`config.mk`:
```
export PLATFORM = sky130hd
export DESIGN_NAME = vga_pixel_fetch
export DESIGN_NICKNAME = d
export VERILOG_FILES = /design/src/rtl/vga_pkg.sv /design/src/rtl/vga_delay_line.sv /design/src/rtl/vga_pixel_fetch.sv
export SDC_FILE = /design/constraint.sdc
export NUM_CORES = 1
export LEC_CHECK = 0
export CORE_MARGIN = 3
export CORE_UTILIZATION = 35
export CTS_BUF_LIST = sky130_fd_sc_hd__clkbuf_16
export CTS_CLUSTER_DIAMETER = 150
export DETAILED_ROUTE_END_ITERATION = 8
export GPL_TIMING_DRIVEN = 0
export PLACE_DENSITY = 0.73
export SYNTH_ARGS = -nofsm -noshare
export SYNTH_HDL_FRONTEND = slang
export SYNTH_SLANG_ARGS = --single-unit
```
`constraint.sdc`:
```
create_clock -name clk_25 -period 2.75 [get_ports clk_25]
set_input_delay 0.4125 -clock clk_25 [delete_from_list [all_inputs] [get_ports clk_25]]
set_output_delay 0.4125 -clock clk_25 [all_outputs]
set_load 0.05 [all_outputs]
```
`src/rtl/vga_pkg.sv`:
```
// Shared VGA constants: 800x525 frame timing, visible area and colour encoding
// for the one-bit-per-channel RGB path.
package vga_pkg;
  localparam int H_LAST    = 799;
  localparam int V_LAST    = 524;
  localparam int H_VISIBLE = 640;
  localparam int V_VISIBLE = 480;
  localparam int PIX_W     = 3;

  localparam logic [PIX_W-1:0] BLACK = 3'b000;
  localparam logic [PIX_W-1:0] WHITE = 3'b111;
endpackage

```
`src/rtl/vga_delay_line.sv`:
```
// Fixed-depth shift register with synchronous active-low reset to a chosen value,
// used to keep blank/sync/bar bits aligned with the framebuffer read path.
module vga_delay_line #(
  parameter int               WIDTH   = 1,
  parameter int               DEPTH   = 1,
  parameter logic [WIDTH-1:0] RST_VAL = '0
) (
  input  logic             clk,
  input  logic             reset_n,
  input  logic [WIDTH-1:0] din,
  output logic [WIDTH-1:0] dout
);

  logic [WIDTH-1:0] stage [DEPTH];

  always_ff @(posedge clk) begin
    if (!reset_n) begin
      for (int i = 0; i < DEPTH; i++) stage[i] <= RST_VAL;
    end else begin
      stage[0] <= din;
      for (int i = 1; i < DEPTH; i++) stage[i] <= stage[i-1];
    end
  end

  assign dout = stage[DEPTH-1];

endmodule

```
`src/rtl/vga_pixel_fetch.sv`:
```
// Pixel source between the VGA timing controller and the RGB pins: reads an
// upscaled low-res framebuffer and delays blank/sync so everything leaves aligned.
module vga_pixel_fetch #(
  parameter int FB_W       = 160,
  parameter int FB_H       = 120,
  parameter int SCALE_LOG2 = 2,
  parameter int ADDR_W     = 15,
  parameter int PIX_W      = vga_pkg::PIX_W,
  parameter int MEM_LAT    = 1,
  parameter int H_LAST     = vga_pkg::H_LAST,
  parameter int V_LAST     = vga_pkg::V_LAST
) (
  input  logic              clk_25,
  input  logic              reset_n,
  input  logic [9:0]        h_count,
  input  logic [9:0]        v_count,
  input  logic              bright,
  input  logic              hs_in,
  input  logic              vs_in,
  input  logic              test_en,
  output logic              mem_rd,
  output logic [ADDR_W-1:0] mem_addr,
  input  logic [PIX_W-1:0]  mem_rdata,
  output logic [PIX_W-1:0]  rgb,
  output logic              hs,
  output logic              vs
);
  import vga_pkg::*;

  // The output register adds the final cycle, so the lines are one short of L.
  localparam int                DLY_DEPTH = MEM_LAT + 1;
  localparam int                SUB_W     = (SCALE_LOG2 > 0) ? SCALE_LOG2 : 1;
  localparam logic [SUB_W-1:0]  SUB_MAX   = SUB_W'((2 ** SCALE_LOG2) - 1);
  localparam logic [9:0]        V_ACTIVE  = 10'(FB_H << SCALE_LOG2);
  localparam logic [9:0]        H_END     = 10'(H_LAST);
  localparam logic [9:0]        V_END     = 10'(V_LAST);
  localparam logic [ADDR_W-1:0] ROW_STEP  = ADDR_W'(FB_W);

  logic [ADDR_W-1:0] row_base;
  logic [SUB_W-1:0]  sub_line;
  logic              bright_d;
  logic              hs_d;
  logic              vs_d;
  logic [2:0]        bar_d;

  // Row base advances by FB_W every 2**SCALE_LOG2 visible lines; no multiplier.
  always_ff @(posedge clk_25) begin
    if (!reset_n) begin
      row_base <= '0;
      sub_line <= '0;
    end else if (h_count == H_END) begin
      if (v_count == V_END) begin
        row_base <= '0;
        sub_line <= '0;
      end else if (v_count < V_ACTIVE) begin
        if (sub_line == SUB_MAX) begin
          row_base <= row_base + ROW_STEP;
          sub_line <= '0;
        end else begin
          sub_line <= sub_line + 1'b1;
        end
      end
    end
  end

  always_ff @(posedge clk_25) begin
    if (!reset_n) begin
      mem_rd   <= 1'b0;
      mem_addr <= '0;
    end else begin
      mem_rd   <= bright;
      mem_addr <= row_base + ADDR_W'(h_count >> SCALE_LOG2);
    end
  end

  vga_delay_line #(.WIDTH(1), .DEPTH(DLY_DEPTH), .RST_VAL(1'b0)) u_dly_bright (
    .clk(clk_25), .reset_n(reset_n), .din(bright), .dout(bright_d)
  );

  vga_delay_line #(.WIDTH(1), .DEPTH(DLY_DEPTH), .RST_VAL(1'b1)) u_dly_hs (
    .clk(clk_25), .reset_n(reset_n), .din(hs_in), .dout(hs_d)
  );

  vga_delay_line #(.WIDTH(1), .DEPTH(DLY_DEPTH), .RST_VAL(1'b1)) u_dly_vs (
    .clk(clk_25), .reset_n(reset_n), .din(vs_in), .dout(vs_d)
  );

  vga_delay_line #(.WIDTH(3), .DEPTH(DLY_DEPTH), .RST_VAL(3'b000)) u_dly_bar (
    .clk(clk_25), .reset_n(reset_n), .din(h_count[9:7]), .dout(bar_d)
  );

  // test_en is deliberately undelayed so the bar/framebuffer switch acts at once.
  always_ff @(posedge clk_25) begin
    if (!reset_n) begin
      rgb <= BLACK;
      hs  <= 1'b1;
      vs  <= 1'b1;
    end else begin
      rgb <= !bright_d ? BLACK : (test_en ? PIX_W'(bar_d) : mem_rdata);
      hs  <= hs_d;
      vs  <= vs_d;
    end
  end

endmodule

```
======== Word level (Yosys, flattened, before mapping) ========
Memory sizes are Yosys's and may differ from the RTL's. A register that Yosys moved wholly into a read port is not among the register bits.
Cells that the tools add are included.
cells by class
  muxes and demuxes ....................... 17
  bitwise operators ....................... 8
  add/subtract/negate cells ............... 3
  reductions and logical operators ........ 7
  equality and inequality tests ........... 3
  order comparisons ....................... 1
operators by type and width
  operator                                              count
  two-way mux 15 bit                                    3
  == test 10 bit (second input constant)                2
  adder 15 x 8 -> 15 bit                                1
  adder 15 x 8 -> 15 bit (second input constant)        1
  < comparator 10 x 9 -> 1 bit (second input constant)  1
  two-way mux 3 bit                                     3
  two-way mux 1 bit                                     8
  bitwise OR 1 bit                                      8
  two-way mux 2 bit                                     3
  AND reduction 2 bit                                   2
  nonzero test 2 bit                                    2
  AND reduction 3 bit                                   1
  adder 2 x 1 -> 2 bit (second input constant)          1
  == test 2 bit (second input constant)                 1
  zero test 1 bit                                       2
storage, ports and cells
  memories kept ........................... 4
  RAM bits ................................ 12
  word-level logic and storage cells ...... 48
  input bits .............................. 29
  flip-flop bits (word level) ............. 36
  output and inout port bits .............. 21
memories
  name                words  bits a word  read ports  clocked after memory_dff  wr ports  RTL line              RTL
  u_dly_bar.stage     2      3            2           0                         2         vga_delay_line.sv:14  logic [WIDTH-1:0] stage [DEPTH];
  u_dly_bright.stage  2      1            2           0                         2         vga_delay_line.sv:14
  u_dly_hs.stage      2      1            2           1                         2         vga_delay_line.sv:14
  u_dly_vs.stage      2      1            2           1                         2         vga_delay_line.sv:14

======== Logic depth before layout (Yosys ltp) ========
Gate-level depths: netlist of run 1.
  word-level depth ........................ 4
  depth in mapped cells ................... 6
  mapped depth without buffers ............ 6

======== Cells and area by module ========
Synthesis of run 1 repeated with hierarchy kept, for this count alone.
unflattened totals
  cell total of the unflattened synthesis .. 186
  area total of the unflattened synthesis .. 1871.8 um2
by module, submodules not included
  module                             instances  cells an instance  sequential area each (um2)  area an instance (um2)
  vga_pixel_fetch                    1          159                660.6                       1534.0
  vga_delay_line (u_dly_bar)         1          15                 120.1                       180.2
  vga_delay_line (u_dly_bright ...)  3          4                  40.0                        52.6

======== Worst setup path before layout of run 1 ========
No wires, ideal clock.
  path type ............................... input to register
  from .................................... input h_count[6]
  to ...................................... register row_base[14]
  setup slack ............................. 887 ps
  data required time ...................... 2625 ps
  path buffers ............................ 1
  stages on the path ...................... 6
  arrival ................................. 1738 ps
  library setup time ...................... 125 ps
  cell sequence ........................... and4bb_2 nand4_4 or4_1 buf_2 o211ai_1 o31ai_1
on the way
  cells in the longest elaborated chain, start to end .. 2
RTL lines
  element                        RTL line               RTL
  start, declared                vga_pixel_fetch.sv:15  input logic [9:0] h_count,
  == test 10 bit                 vga_pixel_fetch.sv:51  end else if (h_count == H_END) begin
  AND reduction 3 bit (no line)  -
  end signal, assigned           vga_pixel_fetch.sv:57  row_base <= row_base + ROW_STEP;
  end, declared                  vga_pixel_fetch.sv:39  logic [ADDR_W-1:0] row_base;
Every way passes these cells.
A chain may end at the register's enable or synchronous reset.

======== Worst setup path in the final report of run 1 ========
  from .................................... input h_count[7]
  to ...................................... register row_base[12]
The elaborated chain is that of the path after synthesis.

==> results of run 1 <==
[power groups by stage]
stage / sequential [W] / clock, W / combinational [W]
global placement: 0.000671 / 0 / 0.000129
detailed placement: 0.000671 / 0 / 0.000130
CTS: 0.000657 / 0.000561 / 0.000130
global route: 0.000658 / 0.000585 / 0.000138
floorplan: 0.000700 / 0 / 0.0000317
finish: 0.000657 / 0.000546 / 0.000129
[registers in the layout, summed over array words and instances, names as in the netlist]
signal and count:
u_dly_hs.stage 2, sub_line 2, vs 1, row_base 10
hs 1, u_dly_bar.stage 6, mem_addr 15, rgb 3
u_dly_vs.stage 2, u_dly_bright.stage 2
[metrics by stage]
step	cells	hold WS (ns)	total power, W	instance area (µm²)
after floorplan	173	0.386	0.000732	1740
after detailed placement	289	0.398	0.000801	2310
after global routing	296	0.422	0.00138	2450
after global placement	289	0.390	0.000800	2310
after CTS	296	0.411	0.00135	2450
final	296	0.406	0.00133	2450
[path summary, 6_finish.rpt]
check	cells after the start	startpoint	end
hold reg to reg	1	u_dly_hs.stage[1]	hs
setup reg to reg	6	row_base[6]	mem_addr[11]
hold / removal	1	u_dly_hs.stage[1]	hs
setup / recovery	7	h_count[7]	row_base[12]
[cell type report]
class	count	area share
flip-flops and latches	44	0.360
multi-input cells	121	0.337
repair buffers	49	0.201
clock buffers	5	0.0512
well taps	67	0.0343
plain buffers	7	0.0123
clock inverters	2	0.00358
inverters	1	0.00153
[Yosys cell counts (2+ instances only)]
cell type,count
sky130_fd_sc_hd__dfxtp_1,44
sky130_fd_sc_hd__and2_1,17
sky130_fd_sc_hd__nor2_1,13
sky130_fd_sc_hd__nand2_1,11
sky130_fd_sc_hd__nand2b_1,10
sky130_fd_sc_hd__nand3_1,7
sky130_fd_sc_hd__mux2i_1,6
sky130_fd_sc_hd__ha_1,5
sky130_fd_sc_hd__o211ai_1,5
sky130_fd_sc_hd__o21ai_0,5
sky130_fd_sc_hd__o31ai_1,5
sky130_fd_sc_hd__clkbuf_1,4
sky130_fd_sc_hd__a21boi_0,2
sky130_fd_sc_hd__a21o_1,2
sky130_fd_sc_hd__a21oi_1,2
sky130_fd_sc_hd__clkbuf_2,2
sky130_fd_sc_hd__nand3b_1,2
sky130_fd_sc_hd__nand4_1,2
sky130_fd_sc_hd__nor2b_1,2
sky130_fd_sc_hd__or2b_1,2
sky130_fd_sc_hd__or4_1,2
sky130_fd_sc_hd__xnor2_1,2
sky130_fd_sc_hd__xor2_1,2
[cells by family (layout without fill, tap and decap cells)]
| group | after synthesis | count (layout) | share of synthesized area |
|---|---|---|---|
| simple gates | 78 | 78 | 0.269 |
| flops | 44 | 44 | 0.507 |
| compound gates | 28 | 28 | 0.114 |
| buf+inv | 8 | 64 | 0.0194 |
| mux | 6 | 6 | 0.0346 |
| fa+ha+maj | 5 | 5 | 0.0360 |
| xor+xnor | 4 | 4 | 0.0202 |
[worst max-delay path: stages]
cell                              delay, ns
sky130_fd_sc_hd__clkdlybuf4s50_1       0.44
sky130_fd_sc_hd__and4bb_2              0.35
sky130_fd_sc_hd__nand4_4               0.15
sky130_fd_sc_hd__or4_1                 0.51
sky130_fd_sc_hd__buf_2                 0.16
sky130_fd_sc_hd__o211ai_1              0.17
sky130_fd_sc_hd__o31ai_1               0.09
[metal layers]
layer  vias to the layer above  wire, µm  global-route usage
li1                        718         -                   -
met1                       603      1490               0.138
met2                        35      1530               0.197
met3                         4       220              0.0496
met4                         0        49              0.0489
met5                         -         0                   0
[cells in the final DEF, fill, tap and decap left out, types with 4 or more instances in the layout]
| cell type | netlist | final |
|---|---|---|
| sky130_fd_sc_hd__clkdlybuf4s50_1 | 0 | 49 |
| sky130_fd_sc_hd__dfxtp_1 | 44 | 44 |
| sky130_fd_sc_hd__and2_1 | 17 | 17 |
| sky130_fd_sc_hd__nor2_1 | 13 | 13 |
| sky130_fd_sc_hd__nand2_1 | 11 | 11 |
| sky130_fd_sc_hd__nand2b_1 | 10 | 10 |
| sky130_fd_sc_hd__nand3_1 | 7 | 7 |
| sky130_fd_sc_hd__mux2i_1 | 6 | 6 |
| sky130_fd_sc_hd__o21ai_0 | 5 | 5 |
| sky130_fd_sc_hd__o211ai_1 | 5 | 5 |
| sky130_fd_sc_hd__o31ai_1 | 5 | 5 |
| sky130_fd_sc_hd__ha_1 | 5 | 5 |
| sky130_fd_sc_hd__clkbuf_16 | 0 | 5 |
| sky130_fd_sc_hd__clkbuf_1 | 4 | 4 |
==> impl_metrics.xml, run 1 <==
<?xml version="1.0" encoding="UTF-8"?>
<metrics>
  <group name="power_and_ir_drop">
    <metric name="p_leak" unit="nW">0.950</metric>
    <metric name="net_sw_frac" unit="">0.215</metric>
    <metric name="ir_worst_vdd" unit="mV">0.329</metric>
    <metric name="power_report.internal_total" unit="W">0.00105</metric>
    <metric name="p_seq_frac" unit="">0.493</metric>
    <metric name="total_switching_power" unit="W">0.000287</metric>
    <metric name="power_frac_clock" unit="">0.410</metric>
    <metric name="logic_gate_share_of_total_power" unit="">0.096</metric>
    <metric name="p_per_area" unit="mW/mm²">545</metric>
  </group>
  <group name="yosys">
    <metric name="postSynthNetCount" unit="">207</metric>
    <metric name="synth_sequential_area_ratio" unit="">0.507</metric>
    <metric name="synth_area" unit="mm²">0.00174</metric>
    <metric name="synthesis.instances" unit="">173</metric>
    <metric name="synth_ff_type" unit="">sky130_fd_sc_hd__dfxtp_1</metric>
    <metric name="netlist_top_cells_area" unit="">sky130_fd_sc_hd__dfxtp_1 51%, sky130_fd_sc_hd__and2_1 6.1%, sky130_fd_sc_hd__ha_1 3.6%</metric>
    <metric name="async_reset_ff_frac" unit="">0</metric>
    <metric name="yosys.cell_types.count" unit="">42</metric>
    <metric name="synth_enable_flop_cells" unit="">0</metric>
    <metric name="synth_seq_cells" unit="">44</metric>
    <metric name="yosysTopAreaCell" unit="">sky130_fd_sc_hd__dfxtp_1</metric>
    <metric name="synth.top_cell.area_share" unit="">0.507</metric>
    <metric name="synthesis.area_per_instance" unit="µm²">10.0</metric>
    <metric name="ys_warn_count" unit="">0</metric>
  </group>
  <group name="sta">
    <metric name="finalSetupTns" unit="ns">0</metric>
    <metric name="unrepaired_setup_endpoints_after_global_routing" unit="">false</metric>
    <metric name="fin_crit" unit="ns">2.12</metric>
    <metric name="setup_skew_after_layout" unit="ns">0.00344</metric>
    <metric name="worst_slew_margin_relative_to_its_limit" unit="">0.615</metric>
    <metric name="tightest_slew" unit="ns">0.576</metric>
    <metric name="final_critical_path_setup_slack" unit="ns">0.629</metric>
    <metric name="report.final.hold_viol_count" unit="">0</metric>
    <metric name="layout_worst_path_cycle_share" unit="">0.771</metric>
    <metric name="slew_violations" unit="">0</metric>
    <metric name="achievable-frequency" unit="MHz">471</metric>
    <metric name="report.final.setup_viol" unit="">0</metric>
  </group>
  <group name="floorplanning">
    <metric name="pin_count" unit="">50</metric>
    <metric name="core.rowCount" unit="">25</metric>
    <metric name="core-area" unit="mm²">0.00475</metric>
    <metric name="chipWidth" unit="µm">76.5</metric>
    <metric name="start_util" unit="">0.366</metric>
    <metric name="die_h" unit="µm">76.5</metric>
    <metric name="design.die.area" unit="mm²">0.00585</metric>
  </group>
  <group name="clock_tree">
    <metric name="clk_path_buf_depth" unit="">2</metric>
    <metric name="clock_latency" unit="ns">0.28</metric>
    <metric name="path_clk_slew" unit="ns">0.06</metric>
    <metric name="post_cts_hold_buffer_count" unit="">0</metric>
    <metric name="ctsHtreeMaxLevel" unit="">2</metric>
    <metric name="tritoncts_num_sinks" unit="">44</metric>
    <metric name="cts_tree" unit="">built</metric>
    <metric name="clockRootBuffer" unit="">sky130_fd_sc_hd__clkbuf_16</metric>
    <metric name="cts_repair_resize_count" unit="">0</metric>
    <metric name="post_cts_buffers" unit="">0</metric>
    <metric name="tritoncts.num_buffers" unit="">5</metric>
  </group>
  <group name="route">
    <metric name="ant_nets" unit="">0</metric>
    <metric name="first_iter_violations" unit="">39</metric>
    <metric name="post_drt_via_cell_ratio" unit="">4.59</metric>
    <metric name="post-route-drc-count" unit="">0</metric>
    <metric name="post_drt_wl_per_cell" unit="µm">11.1</metric>
    <metric name="drt_pass1_iterations" unit="">4</metric>
    <metric name="wirelength" unit="µm">3290</metric>
    <metric name="detailroute.via_count" unit="">1360</metric>
  </group>
  <group name="cells_and_area">
    <metric name="multiInputGateArea" unit="µm²">823</metric>
    <metric name="layout-drive-gt1-share" unit="">0.0742</metric>
    <metric name="n_antenna_cell" unit="">0</metric>
    <metric name="fin_nets" unit="">263</metric>
    <metric name="fin_util" unit="">0.514</metric>
    <metric name="final.fill_count" unit="">472</metric>
    <metric name="register_area" unit="µm²">881</metric>
    <metric name="areaGrowthSynthToFinish" unit="%">40.7</metric>
  </group>
  <group name="global_route">
    <metric name="grt_pass1_vias" unit="">1257</metric>
    <metric name="pin_count_of_the_biggest_net_entering_global_routing" unit="">13</metric>
    <metric name="initial_antenna_violation_count" unit="">0</metric>
    <metric name="grt_usage" unit="">0.120</metric>
    <metric name="grt_first_pass_wirelength" unit="µm">5610</metric>
    <metric name="grt-ovfl-total" unit="">0</metric>
  </group>
  <group name="setup_path">
    <metric name="critical_path_arrival" unit="ns">2.29</metric>
    <metric name="required" unit="ns">2.91</metric>
    <metric name="timing_worst_setup_path_type" unit="">in2reg</metric>
    <metric name="end_kind" unit="">flop</metric>
    <metric name="cp-start-kind" unit="">input port</metric>
    <metric name="r2r_slack" unit="ns">1.01</metric>
    <metric name="crit_fanout" unit="">7</metric>
  </group>
  <group name="placement">
    <metric name="place_congestion" unit="">0.802</metric>
    <metric name="placement.setup.worst_slack" unit="ns">0.324</metric>
    <metric name="post-dp-hpwl" unit="µm">2580</metric>
    <metric name="place.port_buffers" unit="">49</metric>
  </group>
  <group name="flow_run">
    <metric name="timing.max_cap.violations" unit="">0</metric>
  </group>
  <group name="outcome">
    <metric name="run_status" unit="">finished, final reports clean</metric>
  </group>
  <group name="worst_hold_path">
    <metric name="min_path_type" unit="">reg2reg</metric>
  </group>
</metrics>
Power figures use the tool's default switching activity.
==> run 2, diff against run 1 <==
==> constraint.sdc (replaced) <==
create_clock -name clk_25 -period 2.09 [get_ports clk_25]
set_input_delay 0.3135 -clock clk_25 [delete_from_list [all_inputs] [get_ports clk_25]]
set_output_delay 0.3135 -clock clk_25 [all_outputs]
set_load 0.05 [all_outputs]
==> impl_metrics.xml, run 2 (synthesis results as in run 1) <==
<?xml version="1.0" encoding="UTF-8"?>
<metrics>
  <group name="outcome">
    <metric name="run_status" unit="">finished, final reports clean</metric>
  </group>
  <group name="floorplanning">
    <metric name="design.die.area" unit="mm²">0.00585</metric>
    <metric name="core.rowCount" unit="">25</metric>
    <metric name="pin_count" unit="">50</metric>
    <metric name="start_util" unit="">0.366</metric>
    <metric name="core-area" unit="mm²">0.00475</metric>
    <metric name="chipWidth" unit="µm">76.5</metric>
    <metric name="die_h" unit="µm">76.5</metric>
  </group>
  <group name="route">
    <metric name="detailroute.via_count" unit="">1362</metric>
    <metric name="post_drt_wl_per_cell" unit="µm">11.1</metric>
    <metric name="ant_nets" unit="">0</metric>
    <metric name="post-route-drc-count" unit="">0</metric>
    <metric name="post_drt_via_cell_ratio" unit="">4.60</metric>
    <metric name="first_iter_violations" unit="">30</metric>
    <metric name="drt_pass1_iterations" unit="">4</metric>
    <metric name="wirelength" unit="µm">3300</metric>
  </group>
  <group name="clock_tree">
    <metric name="post_cts_buffers" unit="">0</metric>
    <metric name="tritoncts_num_sinks" unit="">44</metric>
    <metric name="cts_tree" unit="">built</metric>
    <metric name="path_clk_slew" unit="ns">0.06</metric>
    <metric name="post_cts_hold_buffer_count" unit="">0</metric>
    <metric name="clock_latency" unit="ns">0.28</metric>
    <metric name="cts_repair_resize_count" unit="">0</metric>
    <metric name="clockRootBuffer" unit="">sky130_fd_sc_hd__clkbuf_16</metric>
    <metric name="ctsHtreeMaxLevel" unit="">2</metric>
    <metric name="tritoncts.num_buffers" unit="">5</metric>
    <metric name="clk_path_buf_depth" unit="">2</metric>
  </group>
  <group name="cells_and_area">
    <metric name="register_area" unit="µm²">881</metric>
    <metric name="fin_util" unit="">0.518</metric>
    <metric name="layout-drive-gt1-share" unit="">0.0873</metric>
    <metric name="final.fill_count" unit="">466</metric>
    <metric name="largest_register_ff_count" unit="">15</metric>
    <metric name="areaGrowthSynthToFinish" unit="%">41.7</metric>
    <metric name="biggestRegsByFlops" unit="">mem_addr: 15 flops, row_base: 10 flops, u_dly_bar.stage: 6 flops</metric>
    <metric name="commonest_non_fill_non_tap_cells_in_the_layout" unit="">49 x sky130_fd_sc_hd__clkdlybuf4s50_1, 44 x sky130_fd_sc_hd__dfxtp_1, 17 x sky130_fd_sc_hd__and2_1</metric>
    <metric name="n_antenna_cell" unit="">0</metric>
    <metric name="layout.cells.most_common" unit="">sky130_fd_sc_hd__clkdlybuf4s50_1</metric>
    <metric name="multiInputGateArea" unit="µm²">840</metric>
    <metric name="largest_register" unit="">mem_addr</metric>
    <metric name="stdcell_area" unit="mm²">0.00246</metric>
    <metric name="fin_nets" unit="">263</metric>
  </group>
  <group name="setup_path">
    <metric name="end_kind" unit="">flop</metric>
    <metric name="worst-path-buf-inv" unit="">2</metric>
    <metric name="required" unit="ns">2.25</metric>
    <metric name="cp-start-kind" unit="">input port</metric>
    <metric name="crit_fanout" unit="">7</metric>
    <metric name="crit_slowest_cell" unit="">sky130_fd_sc_hd__or4_1</metric>
    <metric name="ordered_list_of_cells_on_the_worst_path" unit="">clkdlybuf4s50_1 &gt; and4bb_2 &gt; nand4_4 &gt; or4_1 &gt; buf_2 &gt; o211ai_1 &gt; o31ai_1</metric>
    <metric name="critPathMaxStageDelay" unit="ns">0.51</metric>
    <metric name="critical_path_arrival" unit="ns">2.18</metric>
    <metric name="worst_path_dominant_cell_family" unit="">simple AND/OR/NAND/NOR gates</metric>
    <metric name="timing_worst_setup_path_type" unit="">in2reg</metric>
  </group>
  <group name="global_route">
    <metric name="grt_first_pass_wirelength" unit="µm">5610</metric>
    <metric name="grt_pass1_vias" unit="">1257</metric>
    <metric name="grt_usage" unit="">0.120</metric>
    <metric name="initial_antenna_violation_count" unit="">0</metric>
    <metric name="grt-ovfl-total" unit="">0</metric>
    <metric name="pin_count_of_the_biggest_net_entering_global_routing" unit="">13</metric>
  </group>
  <group name="sta">
    <metric name="setup_skew_after_layout" unit="ns">0.00353</metric>
    <metric name="layout_worst_path_cycle_share" unit="">0.966</metric>
    <metric name="report.final.setup_viol" unit="">0</metric>
    <metric name="final_critical_path_setup_slack" unit="ns">0.0702</metric>
    <metric name="hold_ws" unit="ns">0.406</metric>
    <metric name="worst_slew_margin_relative_to_its_limit" unit="">0.665</metric>
    <metric name="slew_violations" unit="">0</metric>
    <metric name="report.final.hold_viol_count" unit="">0</metric>
    <metric name="fin_crit" unit="ns">2.02</metric>
    <metric name="unrepaired_setup_endpoints_after_global_routing" unit="">true</metric>
    <metric name="tightest_slew" unit="ns">0.501</metric>
    <metric name="achievable-frequency" unit="MHz">495</metric>
  </group>
  <group name="power_and_ir_drop">
    <metric name="ir_worst_vdd" unit="mV">0.433</metric>
    <metric name="p_leak" unit="nW">0.951</metric>
    <metric name="p_per_area" unit="mW/mm²">712</metric>
  </group>
  <group name="placement">
    <metric name="postPlaceCellArea" unit="mm²">0.00231</metric>
    <metric name="place_congestion" unit="">0.802</metric>
    <metric name="post-dp-hpwl" unit="µm">2580</metric>
    <metric name="placement.setup.worst_slack" unit="ns">-0.237</metric>
    <metric name="place.port_buffers" unit="">49</metric>
  </group>
  <group name="worst_hold_path">
    <metric name="min_path_type" unit="">reg2reg</metric>
  </group>
  <group name="flow_run">
    <metric name="timing.max_cap.violations" unit="">0</metric>
  </group>
</metrics>
==> run 2: cell counts in the layout (fill, tap and decap cells not counted) <==
No cell type changed its count.
==> run 2: layer usage <==
| layer | global-route usage | vias to the layer above | part of all wire |
|---|---|---|---|
| met5 | 0 | - | 0 |
| met4 | 0.0489 | 0 | 0.015 |
| met3 | 0.0496 | 4 | 0.067 |
| met2 | 0.197 | 35 | 0.46 |
| met1 | 0.138 | 605 | 0.45 |
| li1 | - | 718 | - |
==> run 2: area by class of cell <==
type / instances / area share
Multi-Input combinational cell: 121 / 0.341
Timing Repair Buffer: 49 / 0.199
Clock buffer: 5 / 0.0508
Clock inverter: 2 / 0.00356
Buffer: 7 / 0.0122
Inverter: 1 / 0.00152
Sequential cell: 44 / 0.358
Tap cell: 67 / 0.0340
==> run 2: stage by stage <==
stage	TNS [ns]	cells	total power, W
6_report	0	296	0.00175
5_1_grt	-0.0406	296	0.00182
4_1_cts	0	296	0.00177
3_5_place_dp	-1.67	289	0.00105
3_3_place_gp	-1.49	289	0.00105
2_1_floorplan	0	173	0.000963
==> run 2: worst paths after layout <==
path | startpoint | endpoint | slack (ns) | cells past startpoint
setup / recovery | h_count[7] | row_base[12] | 0.07 | 7
hold / removal | u_dly_hs.stage[1] | hs | 0.41 | 1
setup reg to reg | sub_line[0] | row_base[12] | 0.46 | 6
hold reg to reg | u_dly_hs.stage[1] | hs | 0.41 | 1
==> run 2: power breakdown <==
group | switching, W | total (W) | internal (W)
clock | 0.000290 | 0.000718 | 0.000429
combinational | 0.0000832 | 0.000171 | 0.0000876
sequential | 0.00000497 | 0.000865 | 0.000860
total | 0.000378 | 0.00175 | 0.00138
==> run 2: worst reg2reg max path, stage by stage, from the launching register on <==
cell and delay [ns]:
sky130_fd_sc_hd__dfxtp_1 0.35, sky130_fd_sc_hd__ha_1 0.19, sky130_fd_sc_hd__nand2_2 0.10, sky130_fd_sc_hd__or4_1 0.47
sky130_fd_sc_hd__buf_2 0.16, sky130_fd_sc_hd__o211ai_1 0.17, sky130_fd_sc_hd__o31ai_1 0.09
==> run 3, diff against run 2 <==
--- a/config.mk
+++ b/config.mk
@@ -12,6 +12,7 @@
 export DETAILED_ROUTE_END_ITERATION = 8
 export GPL_TIMING_DRIVEN = 0
 export PLACE_DENSITY = 0.73
+export SETUP_SLACK_MARGIN = 0.3
 export SYNTH_ARGS = -nofsm -noshare
 export SYNTH_HDL_FRONTEND = slang
 export SYNTH_SLANG_ARGS = --single-unit
==> impl_metrics.xml, run 3 (synthesis results as in run 1) <==
<?xml version="1.0" encoding="UTF-8"?>
<metrics>
  <group name="sta">
    <metric name="report.final.hold_viol_count" unit="">0</metric>
    <metric name="unrepaired_setup_endpoints_after_global_routing" unit="">true</metric>
    <metric name="finalSetupTns" unit="ns">0</metric>
    <metric name="worst_slew_margin_relative_to_its_limit" unit="">0.665</metric>
    <metric name="report.final.setup_viol" unit="">0</metric>
    <metric name="layout_worst_path_cycle_share" unit="">0.827</metric>
    <metric name="hold_ws" unit="ns">0.364</metric>
    <metric name="fin_crit" unit="ns">1.73</metric>
    <metric name="achievable-frequency" unit="MHz">578</metric>
    <metric name="tightest_slew" unit="ns">0.501</metric>
    <metric name="setup_skew_after_layout" unit="ns">0.00363</metric>
    <metric name="slew_violations" unit="">0</metric>
  </group>
  <group name="floorplanning">
    <metric name="core.rowCount" unit="">25</metric>
    <metric name="pin_count" unit="">50</metric>
    <metric name="die_h" unit="µm">76.5</metric>
    <metric name="core-area" unit="mm²">0.00475</metric>
    <metric name="chipWidth" unit="µm">76.5</metric>
    <metric name="design.die.area" unit="mm²">0.00585</metric>
    <metric name="start_util" unit="">0.366</metric>
  </group>
  <group name="setup_path">
    <metric name="crit_slowest_cell" unit="">sky130_fd_sc_hd__or4_4</metric>
    <metric name="required" unit="ns">2.26</metric>
    <metric name="critical_path.reg2reg.endpoint" unit="">row_base[10]</metric>
    <metric name="critical_path_arrival" unit="ns">1.90</metric>
    <metric name="critPathMaxStageDelay" unit="ns">0.50</metric>
    <metric name="end_kind" unit="">flop</metric>
    <metric name="crit_fanout" unit="">5</metric>
    <metric name="timing_worst_setup_path_type" unit="">in2reg</metric>
    <metric name="cp-start-kind" unit="">input port</metric>
    <metric name="regToRegStartpoint" unit="">sub_line[0]</metric>
    <metric name="worst_path_dominant_cell_family" unit="">simple AND/OR/NAND/NOR gates</metric>
    <metric name="r2r_slack" unit="ns">0.42</metric>
    <metric name="r2r_cells" unit="">7</metric>
    <metric name="ordered_list_of_cells_on_the_worst_path" unit="">dlygate4sd2_1 &gt; and4bb_2 &gt; nand4_4 &gt; or4_4 &gt; buf_6 &gt; buf_4 &gt; nand3_1 &gt; o21ai_0</metric>
    <metric name="worst-path-buf-inv" unit="">3</metric>
  </group>
  <group name="power_and_ir_drop">
    <metric name="totalPowerFinal" unit="W">0.00175</metric>
    <metric name="ir_worst_vdd" unit="mV">0.443</metric>
    <metric name="p_leak" unit="nW">1.04</metric>
    <metric name="p_per_area" unit="mW/mm²">692</metric>
  </group>
  <group name="global_route">
    <metric name="grt-ovfl-total" unit="">0</metric>
    <metric name="initial_antenna_violation_count" unit="">0</metric>
    <metric name="grt_usage" unit="">0.125</metric>
    <metric name="grt_first_pass_wirelength" unit="µm">5840</metric>
    <metric name="grt_pass1_vias" unit="">1327</metric>
    <metric name="pin_count_of_the_biggest_net_entering_global_routing" unit="">13</metric>
  </group>
  <group name="route">
    <metric name="post_drt_via_cell_ratio" unit="">4.66</metric>
    <metric name="first_iter_violations" unit="">46</metric>
    <metric name="drt_pass1_iterations" unit="">4</metric>
    <metric name="detailroute.via_count" unit="">1399</metric>
    <metric name="wirelength" unit="µm">3480</metric>
    <metric name="ant_nets" unit="">0</metric>
    <metric name="post-route-drc-count" unit="">0</metric>
    <metric name="post_drt_wl_per_cell" unit="µm">11.6</metric>
  </group>
  <group name="clock_tree">
    <metric name="path_clk_slew" unit="ns">0.06</metric>
    <metric name="clockRootBuffer" unit="">sky130_fd_sc_hd__clkbuf_16</metric>
    <metric name="cts_tree" unit="">built</metric>
    <metric name="post_cts_hold_buffer_count" unit="">0</metric>
    <metric name="tritoncts_num_sinks" unit="">44</metric>
    <metric name="ctsHtreeMaxLevel" unit="">2</metric>
    <metric name="tritoncts.num_buffers" unit="">5</metric>
    <metric name="clk_path_buf_depth" unit="">2</metric>
    <metric name="clock_latency" unit="ns">0.28</metric>
  </group>
  <group name="cells_and_area">
    <metric name="n_antenna_cell" unit="">0</metric>
    <metric name="biggestRegsByFlops" unit="">mem_addr: 15 flops, row_base: 10 flops, u_dly_bar.stage: 6 flops</metric>
    <metric name="layout.cells.most_common" unit="">sky130_fd_sc_hd__dfxtp_1</metric>
    <metric name="fin_util" unit="">0.532</metric>
    <metric name="layout-drive-gt1-share" unit="">0.116</metric>
    <metric name="commonest_non_fill_non_tap_cells_in_the_layout" unit="">44 x sky130_fd_sc_hd__dfxtp_1, 34 x sky130_fd_sc_hd__clkdlybuf4s50_1, 17 x sky130_fd_sc_hd__and2_1</metric>
    <metric name="fin_nets" unit="">267</metric>
    <metric name="largest_register" unit="">mem_addr</metric>
    <metric name="final.fill_count" unit="">464</metric>
    <metric name="areaGrowthSynthToFinish" unit="%">45.5</metric>
    <metric name="largest_register_ff_count" unit="">15</metric>
  </group>
  <group name="outcome">
    <metric name="run_status" unit="">finished, final reports clean</metric>
  </group>
  <group name="worst_hold_path">
    <metric name="holdCritStartpoint" unit="">h_count[5]</metric>
    <metric name="worst_hold_path.num_cells" unit="">2</metric>
    <metric name="min_path_type" unit="">in2reg</metric>
    <metric name="worstHoldEndpoint" unit="">mem_addr[3]</metric>
  </group>
  <group name="placement">
    <metric name="place_congestion" unit="">0.802</metric>
    <metric name="post-dp-hpwl" unit="µm">2580</metric>
    <metric name="place.port_buffers" unit="">49</metric>
  </group>
  <group name="flow_run">
    <metric name="timing.max_cap.violations" unit="">0</metric>
  </group>
</metrics>
[run 3: cell types whose count changed in the layout (fill, tap and decap cells not counted), sizes merged]
cell,before,now
clkdlybuf4s15,0,1
clkdlybuf4s50,49,34
dlygate4sd2,0,8
buf,1,5
dlymetal6s2s,0,6
[run 3: layout make-up]
class                      count  area [µm²]  area share
buffer                         7        37.5      0.0148
clock buffer                   5         125      0.0495
clock inverter                 2        8.76     0.00346
inverter                       1        3.75     0.00148
multi-input combinational    121         863       0.341
sequential                    44         881       0.348
tap                           67        83.8      0.0332
timing repair buffer          53         526       0.208
[run 3: worst reg2reg max path, delay by kind of cell, from the launching register on]
kind,cells,cell delay (ns)
AO/OA/AOI/OAI,1,0.07
adder cells (fa/ha/maj),1,0.19
buffers and inverters,2,0.27
flip-flops,1,0.35
AND/OR/NAND/NOR,3,0.68
[run 3: how the worst max path moves through the flow]
stage                     startpoint            to  depth (start not counted)
final                     h_count[6]  row_base[10]                          8
after global routing      v_count[2]   row_base[7]                          6
after CTS                 v_count[5]  row_base[12]                          7
after detailed placement  h_count[7]  row_base[12]                          7
after global placement    h_count[7]  row_base[12]                          7
after floorplan           h_count[6]  row_base[14]                          6
[run 3: routing by layer]
| layer | up-vias | global-route usage | share of wire |
|---|---|---|---|
| met5 | - | 0 | 0 |
| met4 | 0 | 0.0580 | 0.014 |
| met3 | 4 | 0.0496 | 0.065 |
| met2 | 42 | 0.205 | 0.49 |
| met1 | 629 | 0.142 | 0.43 |
| li1 | 724 | - | - |
[run 3: where the power goes]
part           internal (W)  switching (W)  leakage (nW)
combinational     0.0000822      0.0000846         0.611
clock              0.000429       0.000290        0.0709
sequential         0.000860     0.00000497         0.360
total               0.00137       0.000379          1.04
[run 3: metrics by stage]
stage / cell area (µm²) / setup slack [ns] / cells
floorplan: 1740 / 0.326 / 173
global placement: 2310 / -0.226 / 289
detailed placement: 2310 / -0.237 / 289
CTS: 2500 / 0.307 / 299
global route: 2530 / 0.297 / 300
finish: 2530 / 0.361 / 300
[run 3: timing repair]
action | 4_1_cts | 5_1_grt
gates resized for setup | 16 | 10
endpoints found under the setup margin | 12 | 8
pin swaps | 10 | 5
setup buffers | 3 | 1
==> patch 1: new RTL, flow settings as in run 2 <==
Change the parameter `ADDR_W` from 15 to 17.
--- a/src/rtl/vga_pixel_fetch.sv
+++ b/src/rtl/vga_pixel_fetch.sv
@@ -6,3 +6,3 @@
   parameter int SCALE_LOG2 = 2,
-  parameter int ADDR_W     = 15,
+  parameter int ADDR_W     = 17,
   parameter int PIX_W      = vga_pkg::PIX_W,
Interface: changed (resized mem_addr); port bits go from 50 to 52. The function was not compared with the original's and may differ.
==> patch 1 against run 2 <==
Core utilization fell by 0.83 points. Wire length rose by 47%. Worst setup slack improved by 0.060 ns. Sequential cell count rose by 4. Die area rose by 17%. First-iteration DRC count rose to 2.8 times the old value. Total power rose by 17%. Maximum frequency rose by 3.1%. Via count rose by 35%. Cell area rose by 16%. Area after synthesis rose by 19%. Clock power rose by 28%. Combinational power rose by 7%. Critical path type unchanged. Largest cell class is now multi-input combinational cells.
==> patch 1: results (changes against run 2) <==
[logic_synthesis]
yosys_warnings=0  ; unchanged
syn-num-nets=252  ; was 207
synth-seq-area-share_pct=46.5  ; was 50.7%
synth_flop_cell=dfxtp_1  ; unchanged
synthTopCellsByArea=dfxtp_1 46%, nand2_1 4.2%, and2_1 3.9%  ; was dfxtp_1 51%, and2_1 6.1%, ha_1 3.6%
synthArstFlopShare_pct=0  ; unchanged
synthTopCellsByCount=48 x dfxtp_1, 23 x nand2_1, 14 x a21oi_1  ; was 44 x dfxtp_1, 17 x and2_1, 13 x nor2_1
yosys.cell_types.count=47  ; was 42

[setup_path]
r2r-end=mem_addr[14]  ; was row_base[12]
slowest_delay_ns=0.44  ; was 0.51 ns
reg2reg_setup_slack_ns=0.21  ; was 0.46 ns
crit_slowest_cell=clkdlybuf4s50_1  ; was or4_1
cp_max_fo=10  ; was 7
r2r-start=row_base[6]  ; was sub_line[0]
crit_family=buffers and inverters  ; was simple AND/OR/NAND/NOR gates
reg2reg_depth=6  ; unchanged

[clock_tree]
htree_num_levels=2  ; unchanged
cts_buffers=5  ; unchanged
clk_pin_slew_ns=0.06  ; about the same
root_buffer=clkbuf_16  ; unchanged
clock_latency_ns=0.29
clockBufferDepth=2  ; unchanged

[timing]
finalHoldWorstSlack_ns=0.408  ; was 0.406 ns
fin_skew_ns=0.00298  ; was 0.00353 ns
max-slew-margin-rel_pct=59.3  ; was 66.5%

[final_layout]
nFillCells=546  ; was 466
drive_gt1_share_pct=7.53  ; was 8.73%
fin_nets=312  ; was 263
antennaDiodeCount=0  ; unchanged
largestRegisters=mem_addr x17, row_base x12, u_dly_bar.stage x6  ; was mem_addr x15, row_base x10, u_dly_bar.stage x6

[route]
drt_iter0_drc=83  ; was 30
dr.pass1.iters=4  ; unchanged
viasPerCell=5.25  ; was 4.60
wl_um=4870  ; was 3300 um

[place]
placed_area_um2=2670  ; was 2310 um^2
io_buffers=51  ; was 49
routabilityCongestion=0.909  ; was 0.802
hpwlAfterDp_um=3420  ; was 2580 um

[pwr]
leakage_nw=1.03  ; was 0.951 nW
vdd_drop_max_mv=0.377  ; was 0.433 mV

[worst_hold_path]
min_to=u_dly_vs.stage[1]  ; was hs
hold_class=register to register  ; unchanged
min_from=u_dly_vs.stage[0]  ; was u_dly_hs.stage[1]
min_path_cells=1  ; unchanged

[global_route]
grt_pass1_vias=1675  ; was 1,257
antenna_found_initial=0  ; unchanged
grt_use_total_pct=14.1  ; was 12.0%
grt_max_degree=17  ; was 13
grt_pass1_wl_um=8050  ; was 5610 um

[run]
drv_cap=0  ; unchanged

[run_status]
status=completed  ; unchanged

patch 1: cell count changes after synthesis, moves of 4 or more:
cell,change
a21oi_1,+12
and2_1,-4
clkbuf_1,+6
dfxtp_1,+4
nand2_1,+12
nor2_1,-6
nor3_1,+4
o2111ai_1,+5
o211ai_1,-5
o221ai_1,+4
o32ai_1,+5
or3_1,+4
or4_1,+4
patch 1: area by class of cell:
cell class	count	area [um^2]	share of cell area (%)
clock buffer	5	125	4.38
sequential	48	961	33.6
buffer	12	55.1	1.93
tap	72	90.1	3.15
clock inverter	3	46.3	1.62
timing repair buffer	53	526	18.4
multi-input combinational	155	1040	36.5
inverter	3	11.3	0.394
patch 1: power by group:
| group | switching (W) | internal [W] |
|---|---|---|
| sequential | 0.00000439 | 0.000935 |
| clock | 0.000354 | 0.000568 |
| combinational | 0.0000945 | 0.0000882 |
| total | 0.000452 | 0.00159 |
patch 1: cells by family (layout without fill, tap and decap cells):
| kind of cell | count (synthesis) | after routing | share of synthesized area, % |
|---|---|---|---|
| fa+ha+maj | 5 | 5 | 3.02 |
| compound gates | 46 | 46 | 16.2 |
| buf+inv | 15 | 76 | 3.09 |
| flops | 48 | 48 | 46.5 |
| simple gates | 97 | 97 | 28.0 |
| xor+xnor | 2 | 2 | 0.847 |
| mux | 5 | 5 | 2.42 |
patch 1: worst max path at each step:
| stage | start | end | slack [ns] |
|---|---|---|---|
| finish | h_count[8] | mem_addr[14] | 0.13 |
| detailed placement | h_count[8] | mem_addr[14] | -0.27 |
| CTS | h_count[8] | mem_addr[14] | 0.01 |
| floorplan | h_count[8] | mem_addr[14] | 0.44 |
| global route | h_count[8] | mem_addr[14] | 0.003 |
| global placement | h_count[8] | mem_addr[14] | -0.24 |
patch 1: timing repair:
action,in CTS,in global routing
setup buffers,0,2
gates resized for setup,0,4
endpoints found under the setup margin,0,16
hold buffers,0,0
patch 1: through the flow:
step / utilization [%] / total power [W] / worst slack, ns / instances / setup TNS, ns
after floorplan: - / 0.00105 / 0.440 / 218 / 0
after global placement: 47.6 / 0.00114 / -0.240 / 341 / -3.18
after detailed placement: 47.6 / 0.00114 / -0.270 / 341 / -3.64
after CTS: 50.6 / 0.00206 / 0.0111 / 349 / 0
after global routing: 51.0 / 0.00211 / 0.00317 / 351 / 0
final: 51.0 / 0.00204 / 0.130 / 351 / 0
patch 1: per-layer routing:
layer	vias up	GRT usage [%]	wire length [um]
met5	-	0	0
met2	67	23.2	2300
met1	836	18.3	2160
met3	8	2.78	306
met4	0	4.90	98
li1	930	-	-
patch 1: worst register-to-register path: stages (launching register included):
cell and delay, ns:
dfxtp_1 0.43, ha_1 0.30, a21o_1 0.20, a21oi_1 0.33, clkbuf_2 0.29, nor3_1 0.08, mux2i_1 0.14
==> patch 2: new RTL, flow settings as in run 2 <==
Without the edit above. Take the reset off `mem_addr` and load it in a clocked block of its own.
--- a/src/rtl/vga_pixel_fetch.sv
+++ b/src/rtl/vga_pixel_fetch.sv
@@ -68,7 +68,9 @@
       mem_rd   <= 1'b0;
-      mem_addr <= '0;
     end else begin
       mem_rd   <= bright;
-      mem_addr <= row_base + ADDR_W'(h_count >> SCALE_LOG2);
     end
+  end
+
+  always_ff @(posedge clk_25) begin
+    mem_addr <= row_base + ADDR_W'(h_count >> SCALE_LOG2);
   end
Formal check against the unedited RTL: not equivalent (Yosys sat finds a counterexample within 4 cycles, from zero or initial values and one cycle with reset_n low).
==> patch 2 against run 2 <==
Sequential power barely moved. Area after synthesis fell by 3.2%. Critical endpoint unchanged. Combinational power fell by 8%. Worst setup slack gained 0.086 ns. Count of clock-buffer cells in the layout stayed put. Non-clock buffer count grew 3. Clock skew up 0.00071 ns. Sequential cell count is the same. Wire length increased by 2.8%. Total power up 8.4%. Sequential share of layout area increased by 0.72 points. Cell area shrank 2.0%.
==> patch 2: results (changes against run 2) <==
[pwr]
leakage_nw=0.923  ; was 0.951 nW
vdd_drop_max_mv=0.558  ; was 0.433 mV

[worst_hold_path]
min_path_cells=1  ; unchanged
hold_class=register to register  ; unchanged
min_from=u_dly_hs.stage[0]  ; was u_dly_hs.stage[1]
min_to=u_dly_hs.stage[1]  ; was hs

[setup_path]
reg2reg_setup_slack_ns=0.45
reg2reg_depth=5  ; was 6
cp_max_fo=8  ; was 7
worstPathArrival_ns=2.14  ; was 2.18 ns
r2r-start=row_base[8]  ; was sub_line[0]
r2r-end=row_base[11]  ; was row_base[12]

[route]
dr.pass1.iters=4  ; unchanged
wl_um=3390  ; was 3300 um
viasPerCell=4.99  ; was 4.60
drt_iter0_drc=94  ; was 30
wl_per_cell_um=12.2  ; was 11.1 um
drtAntennaViolNets=0  ; unchanged

[logic_synthesis]
synth_flop_cell=dfxtp_1  ; unchanged
synthCells=169  ; was 173
synthTopCellsByArea=dfxtp_1 52%, ha_1 3.7%, and2_1 3.3%  ; was dfxtp_1 51%, and2_1 6.1%, ha_1 3.6%
yosys.cell_types.count=36  ; was 42
synthArstFlopShare_pct=0  ; unchanged
synthTopCellsByCount=44 x dfxtp_1, 15 x nand2_1, 9 x and2_1  ; was 44 x dfxtp_1, 17 x and2_1, 13 x nor2_1
yosys_warnings=0  ; unchanged
syn-num-nets=203  ; was 207
synth-seq-area-share_pct=52.3  ; was 50.7%

[final_layout]
largestRegisters=mem_addr x15, row_base x10, u_dly_bar.stage x6  ; unchanged
nFillCells=430  ; was 466
fin_nets=259  ; was 263
antennaDiodeCount=0  ; unchanged
drive_gt1_share_pct=5.75  ; was 8.73%

[global_route]
grt_use_total_pct=12.7  ; was 12.0%
grt_max_degree=16  ; was 13
grt_pass1_wl_um=5570  ; was 5610 um
grt_pass1_vias=1283  ; was 1,257
antenna_found_initial=0  ; unchanged

[clock_tree]
root_buffer=clkbuf_16  ; unchanged
clk_pin_slew_ns=0.06  ; about the same
cts_buffers=5  ; unchanged
clock_latency_ns=0.28  ; about the same
htree_num_levels=2  ; unchanged
clockBufferDepth=2  ; unchanged

[place]
hpwlAfterDp_um=2470  ; was 2580 um
io_buffers=49  ; unchanged
routabilityCongestion=0.786  ; was 0.802
dp.cells=270  ; was 289

[timing]
finalHoldWorstSlack_ns=0.413  ; was 0.406 ns
fin_skew_ns=0.00424  ; was 0.00353 ns
max-slew-margin-rel_pct=65.7  ; was 66.5%

[run_status]
status=completed  ; unchanged

patch 2: cell types whose count changed after synthesis, sizes merged, moves of 4 or more:
cell,change
o31ai,-5
nand3,-4
a21oi,+6
and2,-9
or4,+5
o21a,+5
nor2,-5
patch 2: logic make-up after synthesis:
family	share of synthesized area (%)
AOI/OAI and AO/OA	11.9
xor gates and xnor gates	4.68
adders and majority gates	3.72
buffers and inverters	3.42
DFF	52.3
muxes	1.78
and+or+nand+nor	22.2
patch 2: how the worst max path moves through the flow:
stage               depth (start not counted)  slack (ns)       start      endpoint
finish                                      5        0.16  v_count[8]  row_base[12]
global route                                5        0.03  v_count[8]  row_base[12]
CTS                                         5        0.17  v_count[8]  row_base[12]
detailed placement                          7       -0.12  h_count[8]  mem_addr[14]
global placement                            7       -0.12  h_count[8]  mem_addr[13]
floorplan                                   6        0.57  h_count[8]  mem_addr[12]
patch 2: worst max-delay path: stages:
cell	delay (ns)
clkdlybuf4s50_1	0.43
a41oi_2	0.45
nand4_1	0.30
or4_1	0.47
a21boi_1	0.17
patch 2: where the power goes:
part           internal (W)  leakage [nW]  switching [W]
clock              0.000567        0.0804       0.000312
combinational     0.0000816         0.482      0.0000761
sequential         0.000859         0.360     0.00000489
total               0.00151         0.923       0.000393
patch 2: cell type report:
| type | count | area, um^2 | share of cell area (%) |
|---|---|---|---|
| repair buffers | 49 | 490 | 20.3 |
| clock buffers | 5 | 125 | 5.18 |
| well taps | 52 | 65.1 | 2.70 |
| plain buffers | 10 | 46.3 | 1.92 |
| flip-flops and latches | 44 | 881 | 36.5 |
| clock inverters | 3 | 46.3 | 1.92 |
| inverters | 3 | 11.3 | 0.467 |
| multi-input cells | 112 | 748 | 31.0 |
patch 2: through the flow:
stage | setup WS (ns) | instance area [um^2]
global route | 0.0257 | 2410
global placement | -0.122 | 2240
detailed placement | -0.120 | 2240
floorplan | 0.570 | 1680
finish | 0.156 | 2410
CTS | 0.169 | 2410
patch 2: repair_timing:
| action | in CTS | in global routing |
|---|---|---|
| buffers inserted | 0 | 0 |
| resized for setup | 0 | 1 |
| setup endpoints to repair | 0 | 2 |
| hold buffers | 0 | 0 |
patch 2: routing by layer:
metal  wire length, um  vias to the layer above  GRT usage, %
li1                  -                      704             -
met1              1470                      628          14.9
met2              1620                       51          22.2
met3               281                        4          3.69
met4                21                        0          3.69
met5                 0                        -             0
